### config.mk
export PLATFORM = sky130hd
export DESIGN_NAME = text_ram_scheduler
export DESIGN_NICKNAME = d
export VERILOG_FILES = /design/src/rtl/text_ram_scheduler.sv
export SDC_FILE = /design/constraint.sdc
export NUM_CORES = 1
export LEC_CHECK = 0
export BUFFER_PORTS_ARGS = -buffer_cell sky130_fd_sc_hd__buf_4
export CAP_MARGIN = 20
export CORE_MARGIN = 3
export CORE_UTILIZATION = 40
export DETAILED_ROUTE_END_ITERATION = 7
export MAX_ROUTING_LAYER = met4
export PLACE_DENSITY = 0.63
export SLEW_MARGIN = 30
export SYNTH_ARGS = -nofsm -noshare
export SYNTH_HDL_FRONTEND = slang
export SYNTH_SLANG_ARGS = --single-unit
### constraint.sdc
create_clock -name i_clk -period 4.2 [get_ports i_clk]
set_input_delay 1.05 -clock i_clk [delete_from_list [all_inputs] [get_ports i_clk]]
set_output_delay 1.05 -clock i_clk [all_outputs]
set_load 0.02 [all_outputs]
### src/rtl/text_ram_scheduler.sv
`default_nettype none
// ============================================================================
// Module : text_ram_scheduler
// Brief  : Shares a single-port text RAM between display cell fetches,
//          a screen-clear engine and a host write port (fetch has priority).
// Rev    : 1.0 - initial release
// ============================================================================

module text_ram_scheduler #(
    parameter int          COLS      = 60,
    parameter int          ROWS      = 34,
    parameter int          ADDR_W    = 11,
    parameter logic [7:0]  BLANK_CHR = 8'h20
) (
    input  logic              i_clk,
    input  logic              i_rst,
    input  logic [8:0]        i_x,
    input  logic [8:0]        i_y,
    input  logic              i_hde,
    input  logic              i_vde,
    input  logic              i_wr_valid,
    output logic              o_wr_ready,
    input  logic [ADDR_W-1:0] i_wr_addr,
    input  logic [7:0]        i_wr_data,
    input  logic              i_clear,
    output logic              o_busy,
    output logic [ADDR_W-1:0] o_ram_addr,
    output logic              o_ram_we,
    output logic [7:0]        o_ram_wdata,
    input  logic [7:0]        i_ram_rdata,
    output logic [7:0]        o_chr
);

    localparam int unsigned       c_NUM_CELLS = COLS * ROWS;
    localparam logic [6:0]        c_COLS      = 7'(COLS);
    localparam logic [5:0]        c_ROWS      = 6'(ROWS);
    localparam logic [ADDR_W-1:0] c_COLS_A    = ADDR_W'(COLS);
    localparam logic [ADDR_W:0]   c_CELLS_X   = (ADDR_W + 1)'(c_NUM_CELLS);
    localparam logic [ADDR_W-1:0] c_LAST_CELL = ADDR_W'(c_NUM_CELLS - 1);
    localparam logic [ADDR_W-1:0] c_ONE       = ADDR_W'(1);

    localparam logic [0:0] c_ST_IDLE  = 1'b0;
    localparam logic [0:0] c_ST_CLEAR = 1'b1;

    logic [0:0]        r_state;
    logic [ADDR_W-1:0] r_cnt;
    logic              r_busy;
    logic [ADDR_W-1:0] r_ram_addr;
    logic              r_ram_we;
    logic [7:0]        r_ram_wdata;
    logic [7:0]        r_prefetch;
    logic [7:0]        r_chr;
    logic              r_slot_d1;
    logic              r_slot_d2;

    logic [6:0]        w_tcol;
    logic [5:0]        w_row;
    logic              w_x4;
    logic              w_row_ok;
    logic              w_slot;
    logic [ADDR_W-1:0] w_fetch_addr;
    logic              w_wr_fire;
    logic              w_wr_in_range;
    logic              w_unused_y;

    // Column fetched at x[2:0]==4 is the one displayed in the next cell; in hblank it is col 0.
    assign w_tcol        = i_hde ? ({1'b0, i_x[8:3]} + 7'd1) : 7'd0;
    assign w_row         = i_y[8:3];
    assign w_x4          = i_vde & (i_x[2:0] == 3'd4);
    assign w_row_ok      = (w_row < c_ROWS);
    assign w_slot        = w_x4 & (w_tcol < c_COLS) & w_row_ok;
    assign w_fetch_addr  = (ADDR_W'(w_row) * c_COLS_A) + ADDR_W'(w_tcol);
    assign w_wr_in_range = ({1'b0, i_wr_addr} < c_CELLS_X);
    assign w_unused_y    = &{1'b0, i_y[2:0]};

    assign o_wr_ready  = ~w_slot & (r_state == c_ST_IDLE) & ~i_clear;
    assign w_wr_fire   = i_wr_valid & o_wr_ready;

    assign o_busy      = r_busy;
    assign o_ram_addr  = r_ram_addr;
    assign o_ram_we    = r_ram_we;
    assign o_ram_wdata = r_ram_wdata;
    assign o_chr       = r_chr;

    always_ff @(posedge i_clk) begin
        if (i_rst) begin
            r_state     <= c_ST_IDLE;
            r_cnt       <= '0;
            r_busy      <= 1'b0;
            r_ram_addr  <= '0;
            r_ram_we    <= 1'b0;
            r_ram_wdata <= 8'h00;
            r_prefetch  <= BLANK_CHR;
            r_chr       <= BLANK_CHR;
            r_slot_d1   <= 1'b0;
            r_slot_d2   <= 1'b0;
        end else begin
            r_ram_we  <= 1'b0;
            r_slot_d1 <= w_slot;
            r_slot_d2 <= r_slot_d1;

            if (w_slot) begin
                r_ram_addr <= w_fetch_addr;
            end else if (r_state == c_ST_CLEAR) begin
                r_ram_addr  <= r_cnt;
                r_ram_we    <= 1'b1;
                r_ram_wdata <= BLANK_CHR;
                if (r_cnt == c_LAST_CELL) begin
                    r_state <= c_ST_IDLE;
                    r_busy  <= 1'b0;
                end else begin
                    r_cnt <= r_cnt + c_ONE;
                end
            end else if (w_wr_fire) begin
                // Out-of-range writes still complete the handshake but never reach the RAM.
                r_ram_addr  <= i_wr_addr;
                r_ram_we    <= w_wr_in_range;
                r_ram_wdata <= i_wr_data;
            end

            if ((r_state == c_ST_IDLE) && i_clear) begin
                r_state <= c_ST_CLEAR;
                r_cnt   <= '0;
                r_busy  <= 1'b1;
            end

            // Read data for a slot issued at x==4 arrives two cycles later, at x==6.
            if (w_x4 && !w_row_ok) begin
                r_prefetch <= BLANK_CHR;
            end else if (r_slot_d2) begin
                r_prefetch <= i_ram_rdata;
            end

            if (i_vde && (i_x[2:0] == 3'd7)) begin
                r_chr <= r_prefetch;
            end
        end
    end

endmodule

`default_nettype wire

# After elaboration in Yosys (flattened, before gate mapping)
# Index checks and enable logic that the tools add are counted.
# word_totals
reg_bits,51
in_bits,51
out_inout_bits,30
elab_cells,61
# classes
n_addsub,3
mul,1
order_cmp,3
n_eq_ne,4
mux,16
n_bitwise,10
n_reduce_logical,14
# op_table
op,count
2-to-1 mux 11 bit,3
2-to-1 mux 8 bit,2
adder 11 x 1 -> 11 bit (second input constant),1
adder 11 x 7 -> 11 bit,1
equality test 11 bit (second input constant),1
< comparator 11 bit (second input constant),1
2-to-1 mux 1 bit,10
multiplier 6 x 4 -> 9 bit (second input constant),1
adder 6 x 1 -> 7 bit (second input constant),1
< comparator 7 x 6 -> 1 bit (second input constant),1
2-to-1 mux 7 bit,1
AND 1 bit,6
equality test 3 bit (second input constant),2
< comparator 6 bit (second input constant),1
AND reduction 3 bit,2
nonzero test 2 bit,3
OR reduction 2 bit,3
inverter 1 bit,4
logical AND 1 bit,3
nonzero test 3 bit,1
!= test 2 x 1 -> 1 bit (second input constant),1
AND reduction 2 bit,1
zero test 1 bit,1

# Depth between registers and ports, before layout
# depth
word_depth,12
ltp_mapped,13
mapped_depth_nobuf,13

# Least setup slack after synthesis
# No wires, ideal clock.
# synth_timing
path_kind,input to register
start,in i_y[6]
end,reg r_ram_addr[10] (netlist: o_ram_addr[10])
setup_time_ns,0.142
arrival_ns,3.743
t_required_ns,4.058
slack_ns,0.315
cell_stages,13
cell_sequence,inv_1 fa_1 fa_1 inv_1 ha_1 xnor2_1 ha_1 o21ai_0 a21oi_1 nor2_1 nor4b_1 nand2b_1 o311ai_1
# synth_between
elab_chain_cells,7
word_cells_on_any_way,10
# synth_lines
item,line_no,source
"start, declared",18,"input logic [8:0] i_y,"
branches (longest 7 deep; another with adder 11 x 7 -> 11 bit),--,
"end signal, assigned",103,r_ram_addr <= w_fetch_addr;
"end signal, assigned",105,r_ram_addr <= r_cnt;
"end signal, assigned",116,r_ram_addr <= i_wr_addr;
"end, declared",48,logic [ADDR_W-1:0] r_ram_addr;
# Several ways; the timed one is not identified.
# A chain may end at the register's enable or synchronous reset.

# Worst setup path in the final report
# layout_timing
start,in i_y[3]
end,reg r_ram_addr[9] (netlist: o_ram_addr[9])
# The elaborated chain is that of the path after synthesis.

==> results.toml <==
[floorplan]
rows = 32
core_sq_um = 7890
start_util_pct = 42.2
die-area_sq_um = 9450
die_x_microns = 97.2
die_h_microns = 97.2
pin_count = 81

[synthesis]
ys_top_cells_by_count = "51 x dfxtp_1, 47 x nand2_1, 37 x nor2_1"
synth.area.top_cells = "dfxtp_1 31%, ha_1 7.5%, fa_1 6.0%"
synth_nets = 475
yosysUniqueCellTypes = 56
synth_most_common_cell = "dfxtp_1"
synthMuxAreaShare_pct = 5.75
synth_area_leader_cell = "dfxtp_1"
synth_top_family_by_area = "simple AND/OR/NAND/NOR gates"
synth_fa_ha_area_share_pct = 13.5
syn_area_per_cell_sq_um = 8.45
synth_edf_count = 0
synth_compound_area_share_pct = 13.2
synth_flop_cell = "dfxtp_1"
yosys_register_bits = 51
synth_cells = 394
yosys_warnings = 0
ys_seq_area_share_pct = 30.7
synthSimpleGateAreaFrac_pct = 25.4
synth_xor_area_share_pct = 5.75
synth_top_area_share_pct = 30.7
synth_area_sq_um = 3330
synthArstFlopShare_pct = 0

[sta]
skew_ns = 0.00754
setup_viol = 0
fin_crit_sh_pct = 90.9
timing.setup.tns_ns = 0
timing.final.hold_violations = 0
worst_slew_pin_slew_ns = 0.611
min_period_ns = 3.82
final_max_slew_viol_count = 0
fmax_mhz = 262
rsz0062_at_grt = "no"
slew_headroom_pct = 59.2

[placement]
place.gp.congestion = 0.837
dp_cells = 566
dp_hpwl_microns = 6210
post_dp_cell_area_sq_um = 4010
placement.io_buffers = 77

[clock_network]
cts-htree-levels = 2
root_buffer = "clkbuf_8"
clk_pin_slew_ns = 0.10
cts_tree = "done"
clk_latency_ns = 0.30
cts_made_buffers = 5
clock-sinks = 51
post_cts_buffers = 0
clock_path_buffers = 2

[critical_path]
critical-path-max-stage-delay_ns = 0.55
critPathTopFamily = "adder cells"
critical_path_buf_inv_count = 3
cp_data_required_time_ns = 4.42
cp-start-kind = "input port"
worstPathCellList = "buf_4 -> fa_1 -> inv_1 -> fa_1 -> fa_1 -> inv_1 -> ha_1 -> o21ai_0 -> o21bai_1 -> a21oi_1 -> nor3_1 -> xnor2_1 -> a211oi_1"
worstSetupPathDepth = 13
path_class = "in2reg"
cp.arrival_ns = 4.04
cp_slowest_cell = "fa_1"
crit_top_cell = "fa_1"
rr_endpoint = "r_cnt[1]"
r2r-start = "r_cnt[0]"
critical_path.endpoint_type = "flop"
reg2reg_slack_ns = 2.41
crit_path_max_fanout = 4
rr_worst_depth = 7

[routing]
viasPerCell = 5.13
wirelength_microns = 7770
wire_per_inst_microns = 13.6
wl_met3_microns = 425
vias = 2941
drc = 0
drt-initial-drc-count = 108
dr.pass1.iters = 6
routed.top_layer = "met4"
drt-met1-wl_microns = 3880
wl_met2_microns = 3360
antenna_left = 0

[min_path]
worstHoldEndpoint = "r_slot_d2"
worstHoldPathCells = 1
holdCritPathClass = "reg2reg"
min_from = "r_slot_d1"

[grt]
grt_first_pass_wirelength_microns = 13100
first_global_vias = 2796
grt_usage_pct = 16.8
antenna_found_initial = 0
grt_max_degree = 37
overflow = 0

[layout]
layout.nets = 552
regArea_sq_um = 1020
fill_cells = 776
multiInputGateArea_sq_um = 2120
fin_area_sq_um = 4120
instances_no_fill = 573
num_antenna_cells = 0
drive_gt1_share_pct = 22.7
final_core_util_pct = 52.3
syn_to_final_growth_pct = 23.9

[status]
status = "finished clean"

[pwr]
static-leakage-power_nw = 1.74
finalPower_w = 0.00129
max-vdd-ir-drop_v = 0.000165
power_density_nw_per_um2 = 312

[run]
max_cap_violations = 0
-- power by group --
| group | switching [W] | total (W) | internal (W) |
|---|---|---|---|
| logic | 0.000245 | 0.000449 | 0.000205 |
| registers | 0.0000114 | 0.000512 | 0.000501 |
| clock network | 0.000151 | 0.000326 | 0.000175 |
-- kinds of logic (layout without fill, tap and decap cells) --
group | count (synthesis) | after routing
and+or+nand+nor | 160 | 160
buffers and inverters | 44 | 121
xor gates and xnor gates | 21 | 21
DFF | 51 | 51
AOI/OAI and AO/OA | 69 | 69
adders and majority gates | 30 | 30
muxes | 19 | 19
-- metrics by stage --
stage          setup WS, ns  hold slack (ns)
2_1_floorplan         0.315            0.414
5_1_grt               0.104            0.464
4_1_cts               0.352            0.454
3_3_place_gp         0.0444            0.423
6_report              0.384            0.443
3_5_place_dp         0.0408            0.434
-- state kept, by name, indices dropped and copies added (netlist names) --
name and cells:
o_busy 1, o_chr 8, o_ram_addr 11, o_ram_wdata 8, o_ram_we 1, r_cnt 11
r_prefetch 8, r_slot_d1 1, r_slot_d2 1, r_state 1
-- cell type report --
type,instances,area share (%)
Timing Repair Buffer,85,15.5
Inverter,29,2.64
Sequential cell,51,24.8
Clock inverter,1,0.728
Clock buffer,6,1.76
Multi-Input combinational cell,299,51.5
Tap cell,102,3.10
-- cells in the final DEF, fill, tap and decap left out, drive strengths merged, types with 5 or more instances in the layout --
| cell type | n |
|---|---|
| nand2 | 47 |
| dfxtp | 51 |
| buf | 85 |
| ha | 20 |
| inv | 29 |
| fa | 10 |
| clkbuf | 6 |
| nand4 | 5 |
| a21oi | 32 |
| nor3 | 8 |
| a211oi | 6 |
| mux2i | 18 |
| nor2 | 37 |
| nand3 | 9 |
| o21ai | 13 |
| nand3b | 10 |
| xnor2 | 14 |
| xor2 | 7 |
| and2 | 8 |
| nand2b | 11 |
-- how the worst max path moves through the flow --
stage / startpoint / endpoint
2_1_floorplan: i_y[6] / o_ram_addr[10]
3_3_place_gp: i_y[3] / o_ram_addr[10]
3_5_place_dp: i_y[3] / o_ram_addr[10]
4_1_cts: i_y[3] / o_ram_addr[10]
5_1_grt: i_y[3] / o_ram_addr[9]
6_report: i_y[3] / o_ram_addr[9]
-- timing repair --
| action | CTS | global route |
|---|---|---|
| resized for setup | 0 | 1 |
| hold buffers | 0 | 0 |
| setup endpoints to repair | 0 | 1 |
-- metal layers --
metal  up-vias  track usage, %
met5         -               -
met2        82            24.8
met4         0            4.37
met1      1342            24.0
met3         9            2.87
li1       1508               -
(Power assumes the default switching activity.)
